==> config.mk <==
export PLATFORM = sky130hd
export DESIGN_NAME = vec_sum_sequencer
export DESIGN_NICKNAME = d
export VERILOG_FILES = /design/src/rtl/vec_sum_sequencer_pkg.sv /design/src/rtl/vec_sum_sequencer_fp_adder.sv /design/src/rtl/vec_sum_sequencer.sv
export SDC_FILE = /design/constraint.sdc
export NUM_CORES = 1
export LEC_CHECK = 0
export CAP_MARGIN = 20
export CORE_ASPECT_RATIO = 1.4
export CORE_MARGIN = 4
export CORE_UTILIZATION = 38
export CTS_BUF_LIST = sky130_fd_sc_hd__clkbuf_8
export CTS_CLUSTER_DIAMETER = 200
export DETAILED_ROUTE_END_ITERATION = 10
export PLACE_DENSITY_LB_ADDON = 0.08
export SYNTH_ARGS = -nofsm -noshare
export SYNTH_HDL_FRONTEND = slang
export SYNTH_SLANG_ARGS = --single-unit
==> constraint.sdc <==
create_clock -name clk -period 7.34 [get_ports clk]
set_input_delay 1.101 -clock clk [delete_from_list [all_inputs] [get_ports clk]]
set_output_delay 1.101 -clock clk [all_outputs]
set_load 0.02 [all_outputs]
==> src/rtl/vec_sum_sequencer_pkg.sv <==
// +----------------------------------------------------------------------+
// | vec_sum_sequencer_pkg: shared widths, zero word and FSM states       |
// | Revision: 1.0                                                        |
// +----------------------------------------------------------------------+
`default_nettype none

package vec_sum_sequencer_pkg;

  localparam int FP_W  = 39;
  localparam int EXP_W = 9;
  localparam int MAN_W = 30;

  localparam logic [FP_W-1:0] FP_ZERO = '0;

  typedef enum logic [1:0] {
    IDLE  = 2'd0,
    ACCUM = 2'd1,
    DONE  = 2'd2
  } state_e;

endpackage

`default_nettype wire

==> src/rtl/vec_sum_sequencer_fp_adder.sv <==
// +----------------------------------------------------------------------+
// | fp_adder: unsigned exponent/mantissa adder, aligns to larger exponent|
// | Revision: 1.0                                                        |
// +----------------------------------------------------------------------+
`default_nettype none

module fp_adder
  import vec_sum_sequencer_pkg::*;
(
  input  logic [FP_W-1:0] a_original,
  input  logic [FP_W-1:0] b_original,
  output logic [FP_W-1:0] sum
);

  localparam logic [EXP_W-1:0] EXP_ONE   = EXP_W'(1);
  localparam logic [EXP_W-1:0] EXP_SHMAX = EXP_W'(MAN_W);

  logic [EXP_W-1:0] w_exp_a;
  logic [EXP_W-1:0] w_exp_b;
  logic [EXP_W-1:0] w_exp_big;
  logic [EXP_W-1:0] w_exp_diff;
  logic [MAN_W-1:0] w_man_a;
  logic [MAN_W-1:0] w_man_b;
  logic [MAN_W-1:0] w_man_big;
  logic [MAN_W-1:0] w_man_small;
  logic [MAN_W-1:0] w_man_shift;
  logic [MAN_W:0]   w_man_sum;

  always_comb begin
    w_exp_a = a_original[FP_W-1:MAN_W];
    w_exp_b = b_original[FP_W-1:MAN_W];
    w_man_a = a_original[MAN_W-1:0];
    w_man_b = b_original[MAN_W-1:0];

    if (w_exp_a >= w_exp_b) begin
      w_exp_big   = w_exp_a;
      w_man_big   = w_man_a;
      w_man_small = w_man_b;
      w_exp_diff  = w_exp_a - w_exp_b;
    end else begin
      w_exp_big   = w_exp_b;
      w_man_big   = w_man_b;
      w_man_small = w_man_a;
      w_exp_diff  = w_exp_b - w_exp_a;
    end

    w_man_shift = (w_exp_diff >= EXP_SHMAX) ? '0 : (w_man_small >> w_exp_diff);
    w_man_sum   = {1'b0, w_man_big} + {1'b0, w_man_shift};

    // Mantissa carry renormalises by one; at the top exponent it saturates.
    if (!w_man_sum[MAN_W]) begin
      sum = {w_exp_big, w_man_sum[MAN_W-1:0]};
    end else if (&w_exp_big) begin
      sum = {w_exp_big, {MAN_W{1'b1}}};
    end else begin
      sum = {w_exp_big + EXP_ONE, w_man_sum[MAN_W:1]};
    end
  end

endmodule

`default_nettype wire

==> src/rtl/vec_sum_sequencer.sv <==
// +----------------------------------------------------------------------+
// | vec_sum_sequencer: streams len elements through one fp_adder into acc|
// | Revision: 1.0                                                        |
// +----------------------------------------------------------------------+
`default_nettype none

module vec_sum_sequencer
  import vec_sum_sequencer_pkg::*;
#(
  parameter int LEN_W = 8
) (
  input  logic             clk,
  input  logic             rst_n,
  input  logic             start,
  input  logic [LEN_W-1:0] len,
  output logic             busy,
  input  logic             in_valid,
  input  logic [FP_W-1:0]  in_data,
  output logic             in_ready,
  output logic             out_valid,
  output logic [FP_W-1:0]  out_data,
  input  logic             out_ready
);

  state_e           state_q, state_d;
  logic [FP_W-1:0]  acc_q, acc_d;
  logic [LEN_W-1:0] cnt_q, cnt_d;
  logic [LEN_W-1:0] len_q, len_d;

  logic [FP_W-1:0]  w_sum;
  logic [LEN_W:0]   w_cnt_inc;
  logic             w_last;

  fp_adder u_fp_adder (
    .a_original (acc_q),
    .b_original (in_data),
    .sum        (w_sum)
  );

  // One extra bit keeps len = 2^LEN_W-1 from wrapping on the final element.
  assign w_cnt_inc = {1'b0, cnt_q} + {{LEN_W{1'b0}}, 1'b1};
  assign w_last    = (w_cnt_inc == {1'b0, len_q});

  always_comb begin
    state_d = state_q;
    acc_d   = acc_q;
    cnt_d   = cnt_q;
    len_d   = len_q;
    case (state_q)
      IDLE: begin
        if (start) begin
          len_d   = len;
          acc_d   = FP_ZERO;
          cnt_d   = '0;
          state_d = (len == '0) ? DONE : ACCUM;
        end
      end
      ACCUM: begin
        if (in_valid) begin
          acc_d = w_sum;
          cnt_d = w_cnt_inc[LEN_W-1:0];
          if (w_last) begin
            state_d = DONE;
          end
        end
      end
      DONE: begin
        if (out_ready) begin
          state_d = IDLE;
        end
      end
      default: state_d = IDLE;
    endcase
  end

  always_ff @(posedge clk) begin
    if (!rst_n) begin
      state_q <= IDLE;
      acc_q   <= FP_ZERO;
      cnt_q   <= '0;
      len_q   <= '0;
    end else begin
      state_q <= state_d;
      acc_q   <= acc_d;
      cnt_q   <= cnt_d;
      len_q   <= len_d;
    end
  end

  assign busy      = (state_q != IDLE);
  assign in_ready  = (state_q == ACCUM);
  assign out_valid = (state_q == DONE);
  assign out_data  = acc_q;

endmodule

`default_nettype wire
# Word level (Yosys, flattened, before mapping)
# Index checks and enable logic that the tools add are counted.
# totals
inputBits	52
ff_bits	57
word_cells	46
out_inout_bits	42
# classes
n_reduce_logical	8
n_eq_ne	7
addsub	5
shift	1
muxes	19
magnitude_cmp	2
# ops
operator	n
$mux W39	4
$mux W30	3
$pmux W39 S2	1
$add A30 B30 Y31	1
$shr A30 B9 Y30	1
$mux W9	2
$sub A9 B9 Y9	2
$mux W8	2
$pmux W8 S2	1
$mux W2	5
$add A8 B1 Y9 const B	1
$add A9 B1 Y9 const B	1
$eq A9 B8 Y1	1
$ge A9 B5 Y1 const B	1
$ge A9 B9 Y1	1
$reduce_and A9 Y1	1
$logic_not A8 Y1	1
$pmux W2 S3	1
$ne A2 B1 Y1 const B	2
$ne A2 B2 Y1 const B	2
$reduce_and A4 Y1	1
$reduce_bool A2 Y1	2
$reduce_and A3 Y1	1
$eq A2 B1 Y1 const B	1
other kinds (3)	3

# Longest topological paths before layout
# Gate-level depths: netlist (run 1).
# depth
ltp_word	9
mapped_depth	28

# By module
# Synthesis (run 1) repeated with hierarchy kept, for this count alone.
# hier_totals
cells_unflattened	1045
hier_area_um2	7898.8
# modules_own_cells
mod	area_each_um2	cells_each	n_inst
fp_adder	5393.9	774	1
vec_sum_sequencer	2504.9	271	1

# Least setup slack after synthesis (run 1)
# Ideal clock, no wire load.
# synth_timing
path_type	input -> register
startpoint	input port in_data[34]
endpoint	register acc_q[11], in the netlist out_data[11]
required_ns	7.218
setup_slack_ns	0.806
cell_stages	25
setup_time_ns	0.122
arrival_ns	6.412
path_cell_list	inv_1 -> ha_1 -> a21o_1 -> a31o_1 -> o31ai_4 -> nand3_1 -> and2_1 -> buf_4 -> buf_6 -> buf_6 -> a211oi_1 -> nor3_1 -> o211ai_1 -> o211ai_1 -> ha_1 -> fa_1 -> a21oi_1 -> o211ai_1 -> a2111oi_2 -> nor3_1 -> o31ai_2 -> o21ai_1 -> buf_2 -> buf_2 -> o311a_1
# synth_between
elab_chain_cells	9
# synth_lines
item	line_no	text
start, declared	vec_sum_sequencer.sv:18	input logic [FP_W-1:0] in_data,
$sub A9 B9 Y9, or another cell as far along	vec_sum_sequencer_fp_adder.sv:44	w_exp_diff = w_exp_b - w_exp_a;
$mux W9 or $mux W30 (tied branches)	vec_sum_sequencer_fp_adder.sv:35	if (w_exp_a >= w_exp_b) begin
$shr A30 B9 Y30 or $ge A9 B5 Y1 (tied branches)	vec_sum_sequencer_fp_adder.sv:47	w_man_shift = (w_exp_diff >= EXP_SHMAX) ? '0 : (w_man_small >> w_exp_diff);
$mux W30	vec_sum_sequencer_fp_adder.sv:47	
$add A30 B30 Y31	vec_sum_sequencer_fp_adder.sv:48	w_man_sum = {1'b0, w_man_big} + {1'b0, w_man_shift};
$mux W39	vec_sum_sequencer_fp_adder.sv:53	end else if (&w_exp_big) begin
$mux W39 *	vec_sum_sequencer_fp_adder.sv:51	if (!w_man_sum[MAN_W]) begin
$mux W39 *	vec_sum_sequencer.sv:59	if (in_valid) begin
$pmux W39 S2 *	vec_sum_sequencer.sv:49	case (state_q)
end signal, assigned	vec_sum_sequencer.sv:79	acc_q <= FP_ZERO;
end signal, assigned	vec_sum_sequencer.sv:84	acc_q <= acc_d;
end, declared	vec_sum_sequencer.sv:26	logic [FP_W-1:0] acc_q, acc_d;
# Mark *: on every way between the ends. The rest lies on a longest branch, timed or not. The select of a mux whose other input is x is not followed.
# A chain may end at the register's enable or synchronous reset.

# Worst setup path after layout (run 1)
# layout_timing
startpoint	input port in_data[30]
endpoint	register acc_q[19], in the netlist out_data[19]
# The elaborated chain is that of the path after synthesis.

==> results.py, run 1 <==
metrics = {
    "run_status": {
        "status": "complete, no violations",
    },
    "cells_and_area": {
        "fin_cells": 1746,
        "diodes": 0,
        "fin_nets": 1544,
        "utilization_pct": 50.2,
        "fillerInstances": 2377,
        "drive_above_1_share_pct": 17.8,
        "layout_commonest_cell": "nand2_1",
        "layout_common_cells": "nand2_1, buf_4, a21oi_1, clkdlybuf4s50_1, nor2_1",
        "area_growth_pct": 29.2,
    },
    "drt": {
        "dr_total_vias": 10699,
        "drc_errors": 0,
        "wire_per_inst_um": 22.1,
        "postRouteAntennaNets": 0,
        "drt_first_iter_violations": 779,
        "routed_wl_um": 38700,
        "viasPerCell": 6.13,
        "firstDrtPassIters": 5,
    },
    "sta": {
        "fin_ws_ns": 0.296,
        "worstMarginPinSlew_ns": 1.06,
        "slew_headroom_pct": 28.8,
        "fmax_mhz": 142,
        "fin_skew_ns": 0.0185,
        "finalCritPeriodShare_pct": 96.0,
        "finalSetupViolCount": 0,
        "drv_slew": 0,
        "fin_crit_ns": 7.04,
        "hold_violations": 0,
    },
    "power_and_ir_drop": {
        "power_density_mw_per_mm2": 128,
        "leakage_nw": 4.74,
        "p_total_mw": 1.46,
        "peakVddDrop_mv": 0.107,
    },
    "setup_path": {
        "crit_path_start_kind": "input pin",
        "crit_type": "in -> reg",
        "worstPathArrival_ns": 7.30,
        "required_ns": 7.59,
        "path_cells": "clkdlybuf4s50_1 -> ha_1 -> inv_1 -> fa_1 -> a21o_1 -> a221oi_2 -> a311oi_1 -> or3_1 -> a2111oi_2 -> o211ai_1 -> buf_4 -> or2_2 -> o221ai_1 -> ha_1 -> o21a_1 -> o21a_1 -> a2111oi_4 -> nor3_2 -> o31ai_2 -> o21ai_2 -> buf_12 -> or3_1 -> a32o_1",
        "end_kind": "register",
        "critical_path.top_delay_family": "compound AO/OA/AOI/OAI gates",
        "crit_buf_inv": 4,
        "crit_fanout": 7,
        "slowest_stage": "clkdlybuf4s50_1",
        "slowest_delay_ns": 0.50,
    },
    "synthesis": {
        "syn-num-nets": 1355,
        "synth_top_cells_by_area": "dfxtp_1, nand2_1, ha_1, mux2i_1, a21oi_1",
        "yosys_register_bits": 57,
        "yosysUniqueCellTypes": 85,
        "syn_area_per_cell_um2": 7.02,
        "yosysSeqAreaShare_pct": 13.0,
        "synth_warnings": 0,
        "synthCells": 1251,
        "syn-cell-area_mm2": 0.00878,
        "async_flop_share_pct": 0,
        "synth_top_area_share_pct": 13.0,
        "synth_edf_count": 0,
        "ys.flop_type": "dfxtp_1",
        "synth.largest_area_cell": "dfxtp_1",
    },
    "cts": {
        "numCtsBuffers": 9,
        "clk_latency_ns": 0.37,
        "cts_htree_levels": 3,
        "cts_root_buf": "clkbuf_8",
        "cts_tree": "done",
        "hold_buffers": 0,
        "cts_num_sinks": 57,
        "clockBufferDepth": 2,
        "clkTransAtPathRegs_ns": 0.07,
    },
    "die": {
        "dieHeight_um": 188,
        "coreArea_mm2": 0.0226,
        "io_pins": 94,
        "std_cell_rows": 65,
        "dieArea_mm2": 0.0256,
        "initial_core_util_pct": 38.8,
        "die_w_um": 136,
    },
    "grt": {
        "first_global_vias": 10661,
        "grt_overflow_total": 0,
        "grt_max_degree": 51,
        "antenna_found_initial": 0,
        "grt_pass1_wl_um": 60200,
        "grtUsageTotal_pct": 30.0,
    },
    "placed_design": {
        "gp_congestion": 1.00,
        "dp_slack_ns": -0.357,
        "dp_cells": 1729,
        "portBuffers": 93,
        "dp_hpwl_um": 31300,
    },
    "min_path": {
        "hold_path.class": "reg -> reg",
    },
    "run": {
        "maxCapViolCount": 0,
    },
}
-- flip-flops by register name, indices dropped and copies added, names as in the netlist --
register,cells
out_data,39
cnt_q,8
len_q,8
state_q,2
-- power breakdown --
group / total (mW) / internal (mW) / leakage [nW] / switching (mW)
Sequential: 0.364 / 0.327 / 0.463 / 0.0367
Clock: 0.278 / 0.133 / 0.0980 / 0.145
Combinational: 0.816 / 0.346 / 4.17 / 0.470
-- stage by stage --
stage          cell area (µm²)  hold WS, ns  setup TNS (ns)
3_3_place_gp             11100        0.457           -4.36
6_report                 11300        0.477               0
4_1_cts                  11300        0.475               0
3_5_place_dp             11100        0.466           -3.16
5_1_grt                  11300        0.500       -0.000976
2_1_floorplan             8780        0.448               0
-- worst paths after layout --
path	startpoint	endpoint	slack, ns	cells past startpoint
max	in_data[30]	out_data[19]	0.30	23
max reg2reg	out_data[30]	out_data[19]	1.06	23
min	len_q[0]	len_q[0]	0.48	2
min reg2reg	len_q[0]	len_q[0]	0.48	2
-- cell families (layout without fill, tap and decap cells) --
family | count (synthesis) | count (layout) | share of synthesized area, %
compound gates | 434 | 434 | 33.8
simple gates | 460 | 460 | 23.9
flops | 57 | 57 | 13.0
xor+xnor | 36 | 36 | 3.59
mux | 96 | 96 | 12.3
fa+ha+maj | 52 | 52 | 7.67
buf+inv | 116 | 310 | 5.72
-- cells in the mapped netlist (27+ instances only) --
cell type,instances
mux2_2,31
a21oi_1,100
nor3_1,37
nand2_1,212
a21o_1,29
o211ai_1,27
o21ai_0,68
ha_1,49
o22ai_1,32
clkbuf_1,52
mux2i_1,57
xnor2_1,27
dfxtp_1,57
nor2_1,81
inv_1,31
-- layout make-up --
class                           count  area, µm²  area share [%]
Multi-Input combinational cell   1078       7210            63.6
Timing Repair Buffer              259       2300            20.3
Sequential cell                    57       1140            10.1
Tap cell                          301        377            3.32
Clock buffer                       10        138            1.21
Inverter                           35        131            1.16
Clock inverter                      6       43.8           0.386
-- layer usage --
layer | share of wire, % | up-vias | track usage, %
li1 | - | 5095 | -
met2 | 52 | 422 | 54.9
met3 | 5.6 | 120 | 4.29
met1 | 37 | 5062 | 32.5
met4 | 6.1 | 0 | 16.2
met5 | 0 | - | 0
-- tightest hold or removal path, stage by stage (launching register included) --
cell and delay, ns:
dfxtp_1 0.33, nand2_1 0.06, a21oi_1 0.05
-- timing repair --
action / in CTS / in global routing
endpoints found under the setup margin: 0 / 38
gates resized for setup: 0 / 18
buffers inserted: 0 / 1
No activity file was read; power rests on OpenSTA's default activity.
==> run 2: changes to the inputs <==
--- a/config.mk
+++ b/config.mk
@@ -13,5 +13,5 @@
 export CTS_CLUSTER_DIAMETER = 200
 export DETAILED_ROUTE_END_ITERATION = 10
-export PLACE_DENSITY_LB_ADDON = 0.08
+export PLACE_DENSITY = 0.63
 export SYNTH_ARGS = -nofsm -noshare
 export SYNTH_HDL_FRONTEND = slang
==> constraint.sdc (replaced) <==
create_clock -name clk -period 7.34 [get_ports clk]
set_input_delay 0.734 -clock clk [delete_from_list [all_inputs] [get_ports clk]]
set_output_delay 0.734 -clock clk [all_outputs]
set_load 0.02 [all_outputs]
==> run 2 against run 1 <==
  * Total power fell by 0.77%
  * Sequential cell count did not move
  * Core utilization fell by 2.3 points
  * Global-route usage fell by 1.6 points
  * Register-to-register slack got worse by 0.21 ns
  * Critical path type unchanged
  * Critical endpoint is now out_data[13]
  * Highest routed layer unchanged
==> results.py, run 2 (synthesis results as in run 1) <==
metrics = {
    "die": {
        "std_cell_rows": 65,
        "io_pins": 94,
        "coreArea_mm2": 0.0226,
        "dieHeight_um": 188,
        "dieArea_mm2": 0.0256,
        "initial_core_util_pct": 38.8,
        "die_w_um": 136,
    },
    "sta": {
        "finalSetupViolCount": 0,
        "fmax_mhz": 145,
        "fin_ws_ns": 0.430,
        "fin_skew_ns": 0.0124,
        "timing.hold.ws_ns": 0.473,
        "rsz0062_at_grt": "no",
        "slew_headroom_pct": 27.4,
        "fin_crit_ns": 6.91,
        "setup_tns_ns": 0,
        "finalCritPeriodShare_pct": 94.1,
        "drv_slew": 0,
        "worstMarginPinSlew_ns": 1.08,
        "hold_violations": 0,
    },
    "setup_path": {
        "crit_path_start_kind": "input pin",
        "crit_fanout": 18,
        "end_kind": "register",
        "critical_path.top_delay_family": "compound AO/OA/AOI/OAI gates",
        "crit_type": "in -> reg",
        "crit_top_cell": "o211ai_1",
        "slowest_delay_ns": 0.48,
        "required_ns": 7.64,
        "worstPathArrival_ns": 7.21,
        "slowest_stage": "clkdlybuf4s50_1",
        "crit_buf_inv": 4,
    },
    "drt": {
        "firstDrtPassIters": 5,
        "drc_errors": 0,
        "routed_wl_um": 36900,
        "dr_total_vias": 10573,
        "viasPerCell": 6.26,
        "drt_first_iter_violations": 871,
        "wire_per_inst_um": 21.9,
        "postRouteAntennaNets": 0,
    },
    "run": {
        "maxCapViolCount": 0,
    },
    "cells_and_area": {
        "largest_reg_flops": 39,
        "layout_commonest_cell": "nand2_1",
        "final_cell_area_mm2": 0.0108,
        "fin_nets": 1486,
        "drive_above_1_share_pct": 13.9,
        "diodes": 0,
        "utilization_pct": 47.8,
        "area_growth_pct": 23.2,
        "fin_cells": 1688,
        "layout_common_cells": "nand2_1, buf_4, a21oi_1, clkdlybuf4s50_1, nor2_1",
    },
    "placed_design": {
        "dp_slack_ns": -0.0357,
        "placed_cell_area_mm2": 0.0106,
        "portBuffers": 93,
        "gp_congestion": 0.970,
        "dp_cells": 1668,
        "dp_hpwl_um": 29300,
    },
    "power_and_ir_drop": {
        "p_seq_share_pct": 24.7,
        "peakVddDrop_mv": 0.0930,
        "clockPowerShare_pct": 22.4,
        "internal-power_mw": 0.795,
        "p_total_mw": 1.45,
        "p_sw_share_pct": 45.0,
        "p_switching_mw": 0.651,
        "comb_power_share_pct": 52.9,
        "leakage_nw": 4.41,
        "power_density_mw_per_mm2": 134,
    },
    "cts": {
        "numCtsBuffers": 9,
        "cts_htree_levels": 3,
        "clkTransAtPathRegs_ns": 0.09,
        "cts_tree": "done",
        "clk_latency_ns": 0.37,
        "hold_buffers": 0,
        "cts_num_sinks": 57,
        "clockBufferDepth": 2,
        "cts_root_buf": "clkbuf_8",
    },
    "grt": {
        "grtUsageTotal_pct": 28.4,
        "grt_pass1_wl_um": 57900,
        "first_global_vias": 10381,
        "grt_max_degree": 51,
        "grt_overflow_total": 0,
        "antenna_found_initial": 0,
    },
    "min_path": {
        "hold_path.class": "reg -> reg",
    },
    "run_status": {
        "status": "complete, no violations",
    },
}
==> run 2: changes by cell type in the layout (fill, tap and decap cells not counted), moves of 2 or more <==
| cell | previous run | this run |
|---|---|---|
| a2111oi_1 | 2 | 0 |
| o21ai_2 | 3 | 1 |
| clkinv_4 | 3 | 0 |
| o311ai_0 | 12 | 14 |
| buf_12 | 10 | 4 |
| clkinvlp_4 | 0 | 4 |
| a2111oi_0 | 1 | 3 |
| buf_4 | 156 | 103 |
==> run 2: repair_timing <==
action	CTS	global route
setup endpoints to repair	0	23
setup buffers	0	4
resized for setup	0	7
==> run 2: power groups by stage <==
| stage | combinational, mW | clock [mW] | sequential (mW) |
|---|---|---|---|
| 4_1_cts | 0.753 | 0.328 | 0.356 |
| 3_5_place_dp | 0.750 | 0 | 0.364 |
| 2_1_floorplan | 0.469 | 0 | 0.367 |
| 5_1_grt | 0.829 | 0.340 | 0.360 |
| 3_3_place_gp | 0.750 | 0 | 0.363 |
| 6_report | 0.765 | 0.324 | 0.358 |
==> run 2: worst paths after layout <==
check / startpoint / end / slack, ns / cells after the start
hold reg to reg: len_q[1] / len_q[1] / 0.47 / 2
setup reg to reg: out_data[34] / out_data[13] / 0.85 / 23
hold / removal: len_q[1] / len_q[1] / 0.47 / 2
setup / recovery: in_data[34] / out_data[13] / 0.43 / 25
==> run 2: area by class of cell <==
class / count / area [µm²]
Multi-Input combinational cell: 1078 / 7170
Tap cell: 301 / 377
Inverter: 35 / 131
Sequential cell: 57 / 1140
Timing Repair Buffer: 201 / 1800
Fill cell: 2409 / 11800
Clock buffer: 9 / 124
Clock inverter: 7 / 77.6
==> run 2: per-layer routing <==
metal / share of wire [%] / global-route usage (%) / up-vias
li1: - / - / 5003
met4: 7.1 / 18.2 / 0
met5: 0 / 0 / -
met3: 6.2 / 3.54 / 124
met1: 38 / 32.7 / 4953
met2: 49 / 49.0 / 493
==> run 2: worst reg2reg max path: stages (launching register included) <==
cell	delay, ns
dfxtp_1	0.49
ha_1	0.39
and3_1	0.28
o21ai_1	0.26
a41o_1	0.28
nand2_1	0.10
buf_4	0.20
o311a_1	0.42
mux2i_1	0.33
a211oi_1	0.16
o211ai_1	0.22
o211ai_1	0.17
ha_1	0.26
fa_1	0.39
a21oi_1	0.27
o211ai_1	0.21
a2111oi_2	0.45
nor3_1	0.16
o31ai_2	0.37
o21ai_2	0.21
nand2_1	0.17
buf_6	0.22
o221ai_1	0.18
a21oi_1	0.20
